<file path="src/rtl/cva6_ypb_data_arbiter.sv">
// Four-to-one YPB data-side arbiter (load, store, PTW, ZCMT) with a source-ID FIFO for in-order response steering.
// Define CVA6_YPB_ARB_FIXED_PRIO_EN for fixed priority PTW > ZCMT > load > store instead of round-robin.
module cva6_ypb_data_arbiter #(
  parameter int unsigned PLEN           = 56,
  parameter int unsigned XLEN           = 64,
  parameter int unsigned MaxOutstanding = 4
) (
  input  logic                          clk_i,
  input  logic                          rst_ni,
  input  logic [3:0]                    src_req_valid_i,
  output logic [3:0]                    src_req_ready_o,
  input  logic [3:0][PLEN-1:0]          src_addr_i,
  input  logic [3:0]                    src_we_i,
  input  logic [3:0][XLEN-1:0]          src_wdata_i,
  input  logic [3:0][XLEN/8-1:0]        src_be_i,
  output logic [3:0]                    src_rsp_valid_o,
  output logic [XLEN-1:0]               src_rdata_o,
  output logic                          src_err_o,
  output logic                          mem_req_valid_o,
  input  logic                          mem_req_ready_i,
  output logic [PLEN-1:0]               mem_addr_o,
  output logic                          mem_we_o,
  output logic [XLEN-1:0]               mem_wdata_o,
  output logic [XLEN/8-1:0]             mem_be_o,
  input  logic                          mem_rsp_valid_i,
  input  logic [XLEN-1:0]               mem_rdata_i,
  input  logic                          mem_err_i
);

  localparam int unsigned PtrW = (MaxOutstanding > 1) ? $clog2(MaxOutstanding) : 1;
  localparam int unsigned CntW = PtrW + 1;

  logic [MaxOutstanding-1:0][1:0] fifo_q;
  logic [PtrW-1:0]                wptr_q, rptr_q;
  logic [CntW-1:0]                cnt_q;
  logic                           lock_q;
  logic [1:0]                     lock_idx_q;

  logic       fifo_full, fifo_empty;
  logic       push, pop;
  logic [1:0] arb_gnt, gnt;
  logic [1:0] head;

  assign fifo_full  = (cnt_q == CntW'(MaxOutstanding));
  assign fifo_empty = (cnt_q == '0);
  assign head       = fifo_q[rptr_q];

`ifdef CVA6_YPB_ARB_FIXED_PRIO_EN
  // Fixed priority: PTW, ZCMT, load, store.
  always_comb begin
    arb_gnt = 2'd0;
    if (src_req_valid_i[2])      arb_gnt = 2'd2;
    else if (src_req_valid_i[3]) arb_gnt = 2'd3;
    else if (src_req_valid_i[0]) arb_gnt = 2'd0;
    else if (src_req_valid_i[1]) arb_gnt = 2'd1;
  end
`else
  logic [1:0] rr_ptr_q;

  // Round-robin: first valid source at or above rr_ptr, wrapping.
  always_comb begin
    logic       found;
    logic [1:0] cand;
    arb_gnt = rr_ptr_q;
    found   = 1'b0;
    cand    = 2'd0;
    for (int unsigned i = 0; i < 4; i++) begin
      cand = 2'(rr_ptr_q + 2'(i));
      if (!found && src_req_valid_i[cand]) begin
        arb_gnt = cand;
        found   = 1'b1;
      end
    end
  end

  always_ff @(posedge clk_i) begin
    if (!rst_ni) begin
      rr_ptr_q <= 2'd0;
    end else if (push) begin
      rr_ptr_q <= 2'(gnt + 2'd1);
    end
  end
`endif

  assign gnt = lock_q ? lock_idx_q : arb_gnt;

  // Request path: combinational mux of the granted source.
  assign mem_req_valid_o = (|src_req_valid_i) & ~fifo_full;
  assign mem_addr_o      = src_addr_i[gnt];
  assign mem_we_o        = src_we_i[gnt];
  assign mem_wdata_o     = src_wdata_i[gnt];
  assign mem_be_o        = src_be_i[gnt];
  assign push            = mem_req_valid_o & mem_req_ready_i;
  assign pop             = mem_rsp_valid_i & ~fifo_empty;

  always_comb begin
    src_req_ready_o      = 4'b0000;
    src_req_ready_o[gnt] = push;
  end

  // Response path: steer to the oldest outstanding source; drop if nothing is outstanding.
  always_comb begin
    src_rsp_valid_o = 4'b0000;
    if (pop) src_rsp_valid_o[head] = 1'b1;
  end

  assign src_rdata_o = mem_rdata_i;
  assign src_err_o   = mem_err_i;

  // Lock stays set from the first stalled cycle until the request handshakes.
  always_ff @(posedge clk_i) begin
    if (!rst_ni) begin
      lock_q     <= 1'b0;
      lock_idx_q <= 2'd0;
    end else if (lock_q) begin
      if (push) lock_q <= 1'b0;
    end else if (mem_req_valid_o && !mem_req_ready_i) begin
      lock_q     <= 1'b1;
      lock_idx_q <= gnt;
    end
  end

  always_ff @(posedge clk_i) begin
    if (!rst_ni) begin
      wptr_q <= '0;
      rptr_q <= '0;
      cnt_q  <= '0;
    end else begin
      if (push) begin
        fifo_q[wptr_q] <= gnt;
        wptr_q         <= PtrW'(wptr_q + PtrW'(1));
      end
      if (pop) rptr_q <= PtrW'(rptr_q + PtrW'(1));
      if (push && !pop)      cnt_q <= CntW'(cnt_q + CntW'(1));
      else if (!push && pop) cnt_q <= CntW'(cnt_q - CntW'(1));
    end
  end

`ifndef SYNTHESIS
  always_ff @(posedge clk_i) begin
    if (rst_ni) begin
      assert (!(lock_q && !src_req_valid_i[lock_idx_q]))
        else $error("locked source dropped request valid before handshake");
      assert (!(mem_rsp_valid_i && fifo_empty))
        else $warning("response with no outstanding request dropped");
    end
  end
`endif

endmodule

</file>
<file path="config.mk">
export PLATFORM = sky130hd
export DESIGN_NAME = cva6_ypb_data_arbiter
export DESIGN_NICKNAME = d
export VERILOG_FILES = /design/src/rtl/cva6_ypb_data_arbiter.sv
export SDC_FILE = /design/constraint.sdc
export NUM_CORES = 1
export LEC_CHECK = 0
export BUFFER_PORTS_ARGS = -buffer_cell sky130_fd_sc_hd__clkbuf_2
export CAP_MARGIN = 5
export CORE_AREA = 2 2 311 313
export DETAILED_ROUTE_END_ITERATION = 12
export DIE_AREA = 0 0 313 315
export PLACE_DENSITY = 0.35
export SLEW_MARGIN = 20
export SYNTH_ARGS = -nofsm -noshare
export SYNTH_HDL_FRONTEND = slang
export SYNTH_SLANG_ARGS = --single-unit
</file>
<file path="constraint.sdc">
create_clock -name clk_i -period 2.13 [get_ports clk_i]
set_clock_uncertainty 0.05 [all_clocks]
set_input_delay 0.1065 -clock clk_i [delete_from_list [all_inputs] [get_ports clk_i]]
set_output_delay 0.1065 -clock clk_i [all_outputs]
set_load 0.01 [all_outputs]
</file>
==> results.yml <==
run_status:
  status: "finished, violations left"
  violations: "negative setup slack"
logic_synthesis:
  synth_top_cell_area_share: 0.680
  syn_nets: 1198
  yosysMostFrequentCell: "mux2i_1"
  yosys_most_used_dff: "dfxtp_1"
  synth-seq-cells: 20
  synthTopCellsByArea: "mux2i_1 68%, buf_4 12%, dfxtp_1 4.2%"
  synth_area_um2: 5730
  yosysSeqAreaShare: 0.0839
  synth_edf_count: 8
  synth_cells: 603
  ys_types: 39
  ys_warn_count: 0
  synth_top_cells_by_count: "389 x mux2i_1, 88 x buf_4, 22 x buf_2"
  yosys.area.top_type: "mux2i_1"
  synth_area_per_cell_um2: 9.50
  async_reset_ff_frac: 0
power:
  power_density_nw_per_um2: 770
  p_leak_nw: 7.33
  ir_drop_mv: 0.286
  p_total_mw: 9.80
grt:
  antenna_found_initial: 31
  grt_max_degree: 21
  grt_usage: 0.0977
  grt_overflow: 0
  grt_pass1_wl_um: 65000
  grt_pass1_vias: 7727
clock_network:
  clock_sinks: 20
  cts_buffers: 3
  cts_tree: "built"
  clk_latency_ns: 0.25
  clk_pin_slew_ns: 0.06
  clockBufferDepth: 2
  cts_root_buffer: "clkbuf_16"
  htreeDepth: 1
place:
  gp_congestion: 0.805
  place_ws_ns: -0.266
  placed_cell_area_um2: 10800
  portBuffers: 661
  dp_hpwl_um: 43400
timing:
  maxSlewHeadroom: 0.752
  hold_slack_ns: 0.163
  rsz0062_at_grt: "yes"
  setup_viol: 135
  fin_crit_ns: 2.58
  max_freq_mhz: 388
  final-hold-violation-count: 0
  tightest_slew_ns: 0.369
  slew_viol_final: 0
  worst_slack_ns: -0.450
  post-route-period-util: 1.21
critical_path:
  rrSetupSlack_ns: -0.25
  cp-start-kind: "register"
  worst-path-max-fanout: 6
  critPathKind: "reg -> out"
  end_kind: "output port"
  worstPathArrival_ns: 2.42
  required_ns: 1.97
detailed_routing:
  first_pass_iters: 4
  drc: 0
  drt_wl_total_um: 51800
  wire_per_inst_um: 19.9
  via_per_inst: 2.86
  ant_nets: 0
  vias: 7424
  drtIter0Drc: 147
finish:
  utilization: 0.133
  nets: 1904
  drive_gt1_frac: 0.669
  design_area_um2: 12700
  area_growth_syn_to_layout_pct: 122
die:
  fp-row-count: 114
  die-area_um2: 98600
  core_area_um2: 95700
  dieHeight_um: 315
  initial_core_util: 0.0598
  die_x_um: 313
  ios: 792
run:
  drv_cap: 0
worst_hold_path:
  hold_class: "in -> out"
flip-flops by register name, summed over array words and instances (netlist names), named ones only:
signal      cells
fifo_q          8
cnt_q           3
lock_idx_q      2
rptr_q          2
rr_ptr_q        2
wptr_q          2
final cells by class:
class	count	area, um2
multi-input combinational	465	4850
sequential	20	488
clock inverter	1	3.75
timing repair buffer	812	5650
inverter	7	26.3
clock buffer	3	75.1
fill	11100	83000
tap	1276	1600
antenna	13	32.5
worst max-delay path: stages (launching register included):
cell	delay, ns
dfxtp_4	0.37
nor2b_4	0.04
o21a_1	0.18
o41a_4	0.46
buf_12	0.16
buf_16	0.16
buf_12	0.14
buf_12	0.13
mux2i_2	0.22
mux2i_1	0.12
buf_2	0.15
kinds of logic after synthesis:
logic type,synth area share
AO/OA/AOI/OAI,0.0251
XOR/XNOR,0.00764
adder cells (fa/ha/maj),0.0144
buffers and inverters,0.140
flip-flops,0.0839
multiplexers,0.688
AND/OR/NAND/NOR,0.0415
path summary, 6_finish.rpt:
| kind | to | start | cells after the start |
|---|---|---|---|
| setup / recovery | mem_wdata_o[55] | rr_ptr_q[0] | 10 |
| hold / removal | src_rdata_o[29] | mem_rdata_i[29] | 0 |
| setup reg to reg | rr_ptr_q[1] | rr_ptr_q[0] | 10 |
| hold reg to reg | lock_idx_q[1] | lock_idx_q[1] | 2 |
cells in the final DEF, fill, tap and decap left out, types with 4 or more instances in the layout:
cell and instances:
mux2i_1 356, xnor2_1 4, and2_1 5, buf_12 31
nor2_1 4, edfxtp_1 8, buf_8 23, clkbuf_16 9
nor2b_1 5, inv_2 4, buf_6 29, buf_16 21
buf_4 47, diode_2 13, mux2i_2 16, clkbuf_2 559
dfxtp_1 8, nand2_1 7, buf_2 96, mux2i_4 17
and3_1 5, ha_1 4, o21ai_0 4
metal layers:
metal | routed length [um] | share of wire | vias up | track usage
li1 | - | - | 3601 | -
met1 | 20600 | 0.40 | 3279 | 0.110
met2 | 25900 | 0.50 | 479 | 0.175
met3 | 4340 | 0.084 | 59 | 0.0322
met4 | 945 | 0.018 | 6 | 0.0244
met5 | 36 | 0.00070 | - | 0.0140
power by group:
part           internal [mW]  switching [mW]
Combinational           4.90            3.95
Clock                  0.250           0.139
Sequential             0.485          0.0803
through the flow:
stage / setup TNS, ns / std cells
final: -41.97 / 2597
after global routing: -55.91 / 2592
after CTS: -43.59 / 2570
after detailed placement: -17.28 / 2528
after global placement: -21.05 / 2528
after floorplan: 0 / 603
repair_timing:
| item | CTS | global route |
|---|---|---|
| resized for setup | 143 | 172 |
| endpoints found under the setup margin | 134 | 139 |
| hold buffers | 0 | 0 |
| pin swaps | 10 | 5 |
| buffers inserted | 30 | 16 |
| gates cloned | 20 | 6 |
(Power assumes the default switching activity.)
